===== src/rtl/derandomizer.sv =====
// Receive-side inverse of the CCSDS two-LFSR randomizer on a 2-bit valid/ready stream.
// One register stage of latency; the stage may refill in the same cycle it drains.
module derandomizer #(
  parameter int FRAME_SYMS = 1024,
  parameter int CNT_W      = 16
) (
  input  logic       i_clk,
  input  logic       i_reset,
  input  logic [1:0] i_data,
  input  logic       i_sof,
  input  logic       i_valid,
  output logic       o_ready,
  output logic [1:0] o_data,
  output logic       o_sof,
  output logic       o_eof,
  output logic       o_valid,
  input  logic       i_ready,
  output logic       o_resync,
  output logic       o_drop
);

  localparam logic [17:0] SEED_X = 18'h00001;
  localparam logic [17:0] SEED_Y = 18'h3FFFF;
  localparam logic [CNT_W-1:0] LAST_IDX = CNT_W'(FRAME_SYMS - 1);

  typedef enum logic {ST_IDLE, ST_RUN} state_t;

  function automatic logic [1:0] f_mask(input logic [17:0] x, input logic [17:0] y);
    logic z1, z2;
    z1 = x[4] ^ x[6] ^ x[15];
    z2 = y[5] ^ y[6] ^ (^y[15:8]);
    return {z1 ^ z2, x[0] ^ y[0]};
  endfunction

  function automatic logic [17:0] f_step_x(input logic [17:0] x);
    return {x[7] ^ x[0], x[17:1]};
  endfunction

  function automatic logic [17:0] f_step_y(input logic [17:0] y);
    return {y[10] ^ y[7] ^ y[5] ^ y[0], y[17:1]};
  endfunction

  state_t           r_state;
  logic [CNT_W-1:0] r_cnt;
  logic [17:0]      r_x;
  logic [17:0]      r_y;

  logic             w_accept;
  logic [17:0]      w_cur_x;
  logic [17:0]      w_cur_y;
  logic [1:0]       w_mask;
  logic             w_last;

  assign o_ready  = ~o_valid | i_ready;
  assign w_accept = i_valid & o_ready;
  // A start-of-codeword symbol always uses the seed, whatever the generator holds.
  assign w_cur_x  = i_sof ? SEED_X : r_x;
  assign w_cur_y  = i_sof ? SEED_Y : r_y;
  assign w_mask   = f_mask(w_cur_x, w_cur_y);
  assign w_last   = (r_cnt == LAST_IDX);

  always_ff @(posedge i_clk or posedge i_reset) begin
    if (i_reset) begin
      r_state  <= ST_IDLE;
      r_cnt    <= '0;
      r_x      <= SEED_X;
      r_y      <= SEED_Y;
      o_valid  <= 1'b0;
      o_data   <= 2'b00;
      o_sof    <= 1'b0;
      o_eof    <= 1'b0;
      o_resync <= 1'b0;
      o_drop   <= 1'b0;
    end else begin
      o_resync <= 1'b0;
      o_drop   <= 1'b0;
      if (w_accept) begin
        if (i_sof) begin
          o_data   <= i_data ^ w_mask;
          o_sof    <= 1'b1;
          o_eof    <= 1'b0;
          o_valid  <= 1'b1;
          r_x      <= f_step_x(w_cur_x);
          r_y      <= f_step_y(w_cur_y);
          r_cnt    <= CNT_W'(1);
          r_state  <= ST_RUN;
          o_resync <= (r_state == ST_RUN);
        end else if (r_state == ST_IDLE) begin
          o_valid  <= 1'b0;
          o_drop   <= 1'b1;
        end else begin
          o_data   <= i_data ^ w_mask;
          o_sof    <= 1'b0;
          o_eof    <= w_last;
          o_valid  <= 1'b1;
          r_x      <= f_step_x(w_cur_x);
          r_y      <= f_step_y(w_cur_y);
          r_cnt    <= w_last ? '0 : r_cnt + CNT_W'(1);
          r_state  <= w_last ? ST_IDLE : ST_RUN;
        end
      end else if (i_ready) begin
        o_valid <= 1'b0;
      end
    end
  end

endmodule


===== config.mk =====
export PLATFORM = sky130hd
export DESIGN_NAME = derandomizer
export DESIGN_NICKNAME = d
export VERILOG_FILES = /design/src/rtl/derandomizer.sv
export SDC_FILE = /design/constraint.sdc
export NUM_CORES = 1
export LEC_CHECK = 0
export BUFFER_PORTS_ARGS = -buffer_cell sky130_fd_sc_hd__buf_4
export CAP_MARGIN = 20
export CORE_ASPECT_RATIO = 0.8
export CORE_MARGIN = 2
export CORE_UTILIZATION = 50
export DETAILED_ROUTE_END_ITERATION = 7
export PLACE_DENSITY = 0.67
export SYNTH_ARGS = -nofsm -noshare
export SYNTH_HDL_FRONTEND = slang
export SYNTH_SLANG_ARGS = --single-unit

===== constraint.sdc =====
create_clock -name i_clk -period 2.4 [get_ports i_clk]
set_input_delay 0.12 -clock i_clk [delete_from_list [all_inputs] [get_ports i_clk]]
set_output_delay 0.12 -clock i_clk [all_outputs]
set_load 0.01 [all_outputs]

Word level (Yosys, flattened, before mapping). Index checks and enable logic that the tools add are counted.

Memories kept: 0. Bits in writable memories: 0. Latch bits: 0. Bits in read-only memories: 0. Logic and storage cells: 57. Register bits: 60.

Mux-type cells: 27. Multiply operators: 0. Add/sub/neg operators: 1. Bitwise gates (word level): 14. Shift-type cells: 0. Eq/ne operators: 1. Reduce and logical (&&, ||, !) cells: 4. Magnitude comparators: 0. Div/mod/pow operators: 0.

Operator list (number): $mux 18 (6); $mux 16 (3); $add 16x1->16 const B (1); $eq 16x10->1 const B (1); $mux 1 (16); $xor 1x1->1 (10); $reduce_xor 8->1 (1); $mux 2 (2); $reduce_bool 2->1 (2); $reduce_and 2->1 (1); $xor 2x2->2 (1); $and 1x1->1 (1); $not 1->1 (1); $or 1x1->1 (1).

Longest topological paths before layout.
Word-level depth: 7. Mapped depth: 7.

Worst setup path after synthesis. No wires, ideal clock.

Kind: register to register. From: reg r_cnt[0]. To: reg r_cnt[10]. Period minus slack after synthesis: 2079 ps. Arrival: 1953 ps. Data required time: 2274 ps. Slack: 321 ps. Stages on the path, launching flop included: 7. Path buffers: 1. Library setup time: 126 ps. Path through: dfrtp_1 > ha_1 > or4bb_1 > or4_1 > buf_2 > a21oi_4 > nor2_1.

Cells in the longest elaborated chain, start to end: 4. Elaborated cells on any way between the ends: 5. Those cells by class: 1 x add/sub; 1 x eq/ne; 3 x mux.

RTL lines: start, declared (RTL line 44) `logic [CNT_W-1:0] r_cnt;`; start signal, assigned (RTL line 98) `r_cnt <= w_last ? '0 : r_cnt + CNT_W'(1);`; $add 16x1->16 or $eq 16x10->1 (tied branches) (RTL line 98, 60); $mux 16 * (RTL line 98); $mux 16 * (RTL line 88) `end else if (r_state == ST_IDLE) begin`; $mux 16 * (RTL line 78) `if (i_sof) begin`.

Every way passes the cells marked *; elsewhere a longest branch is shown, timed or not. The select of a mux whose other input is x is not followed. A chain may end at the register's enable or synchronous reset.

Final worst setup path.
From: reg r_cnt[0]. To: reg r_cnt[7].

Same word-level chain as after synthesis.

==> reports/metrics.csv <==
metric;value;unit
die_y;70.79;µm
dieArea;6192;µm²
post-dp-hpwl;3535;µm
grt_pass1_wl;9321;µm
post_drt_wl_per_cell;13.78;µm
coreArea;5405;µm²
ant_nets;0;
start_util;51.57;%
drcViolationCount;0;
routed_wl;5360;µm
htree_levels;3;
syn_area_per_cell;9.231;µm²
finalCritPeriodShare;92.56;%
cts_sinks;60;
synthTopCellsByCount;nand2_1, o21ai_0, dfrtp_1, nor2_1, dfstp_2;
ys.flop_type;dfrtp_1;
antenna_found_initial;0;
startpoint;r_cnt[0];
viasPerCell;5.272;
r2r_slack;180;ps
worstPathRequired;2610;ps
finalHoldViolCount;0;
place_inst;371;
synthArstFlopShare;100.0;%
fin_crit;2221;ps
fin_worst_skew;8.209;ps
port_buffers;14;
syn_inst;302;
synth_top_area_cell;dfrtp_1;
synth_area;2788;µm²
grt_pass1_vias;1954;
rsz0062_at_grt;false;
placed_area;2975;µm²
synth.most_common_cell;nand2_1;
maxCapViolations;0;
drive_gt1_share;19.14;%
fin_util;58.84;%
num_vias;2051;
antenna_cells;0;
syn_nets;310;
ys_seq_area_share;54.71;%
reg2reg_to;r_cnt[7];
reg2regPathDepth;5;
grt_max_degree;55;
yosys_warnings;0;
die_x;87.48;µm
ir_worst_vdd;577.5;µV
status;completed;
arrival;2430;ps
io-pin-count;15;
clkLatencyLatePin;330;ps
critPathCaptureType;flop;
yosys.cell_types.count;32;
synth_top_cell_area_share;36.80;%
area.growth.synth_to_final;14.09;%
overflow;0;
hold_class;primary input to flop;
critPathLaunchType;flop;
p_per_area;832.1;nW/µm²
fin_setup_tns;0;ps
cts.path.max_buffers;2;
finalMaxSlewViolations;0;
crit_end;r_cnt[7];
row_count;24;
ys_ff_latch;60;
leakagePower;1.385;nW
finalNonFillerCells;389;
synth_edf_count;0;
slew-limit-headroom;52.48;%
layout.nets;327;
synth.area.top_cells;dfrtp_1, dfstp_2, nand2_1;
dr.pass1.iters;4;
drt_iter0_drc;141;
crit_type;flop to flop;
clock_tree.root_cell;clkbuf_8;
cts_inserted_buffers;9;
track_usage;19.53;%
cts_tree;built;
gp_congestion;0.8162;
finish.instance_area;3181;µm²
rr_startpoint;r_cnt[0];
worstPathMaxFanout;6;
setup_viol;0;
clk_pin_slew;60;ps
max_freq;450.2;MHz
tightest_slew;711.8;ps
[final cells by class]
class,count,area (µm²)
Fill cell,473,2225
Sequential cell,60,1525
Multi-Input combinational cell,221,1189
Timing Repair Buffer,23,187.7
Clock buffer,14,172.7
Tap cell,65,81.33
Inverter,4,15.01
Clock inverter,2,10.01
[worst min path at each step]
stage / start / endpoint / slack [ps] / depth (start not counted)
after detailed placement: i_reset / r_x[5] / 290 / 2
after global routing: i_data[0] / o_data[0] / 110 / 3
after global placement: i_reset / o_data[1] / 280 / 2
after floorplan: i_valid / o_drop / 300 / 2
after CTS: i_data[0] / o_data[0] / 90 / 3
final: i_data[0] / o_data[0] / 100 / 3
[cells in the final DEF (no fill, tap or decap), types with 4 or more instances in the layout]
cell type and count:
nand2_1 71, o21ai_0 47, dfrtp_1 41, nor2_1 37, buf_4 21, dfstp_2 19
xnor2_1 13, clkbuf_8 12, nand3_1 7, xor2_1 7, nor3_1 6, nand4_1 4
[sequential cells by signal (all words and copies together), names as in the netlist]
name	count
o_drop	1
o_data	2
o_eof	1
r_cnt	16
r_x	18
r_state	1
r_y	18
o_valid	1
o_resync	1
o_sof	1
[per-layer routing]
layer	track usage, %	vias up	part of all wire, %
met2	27.95	23	44
met4	5.128	0	1.0
met1	27.95	985	51
li1	-	1037	-
met5	0	-	0
met3	7.701	6	3.4
[where the power goes]
| part | switching (W) | internal (W) | total, W |
|---|---|---|---|
| Sequential | 0.000109 | 0.00119 | 0.00130 |
| Clock | 0.000363 | 0.000457 | 0.000819 |
| Combinational | 0.000252 | 0.000273 | 0.000525 |
| Total | 0.000724 | 0.00192 | 0.00265 |
[critical path, stage by stage, from the launching register on]
cell and delay [ps]:
dfrtp_1 420, ha_1 270, or4bb_1 540, or4_4 510, a21oi_2 280, nor2_1 90
[repair_timing]
action,in CTS,in global routing
endpoints found under the hold margin,23,0
buffers inserted,0,0
hold buffers,1,0
resized for setup,0,1
endpoints found under the setup margin,0,9
[cells by family after synthesis]
family                     share of synthesized area [%]
and+or+nand+nor                                    20.69
DFF                                                54.71
AOI/OAI and AO/OA                                  11.63
xor gates and xnor gates                           8.707
buffers and inverters                              3.097
muxes                                             0.7182
adders and majority gates                         0.4488
[through the flow]
step / setup slack [ps] / total power [W] / hold WS [ps]
floorplan: 321.1 / 0.001705 / 299.3
global placement: 148.2 / 0.001831 / 280.7
detailed placement: 49.54 / 0.001845 / 288.3
CTS: 39.03 / 0.002682 / 89.84
global route: 103.5 / 0.002812 / 106.0
finish: 178.6 / 0.002647 / 99.16
Power figures use the tool's default switching activity.
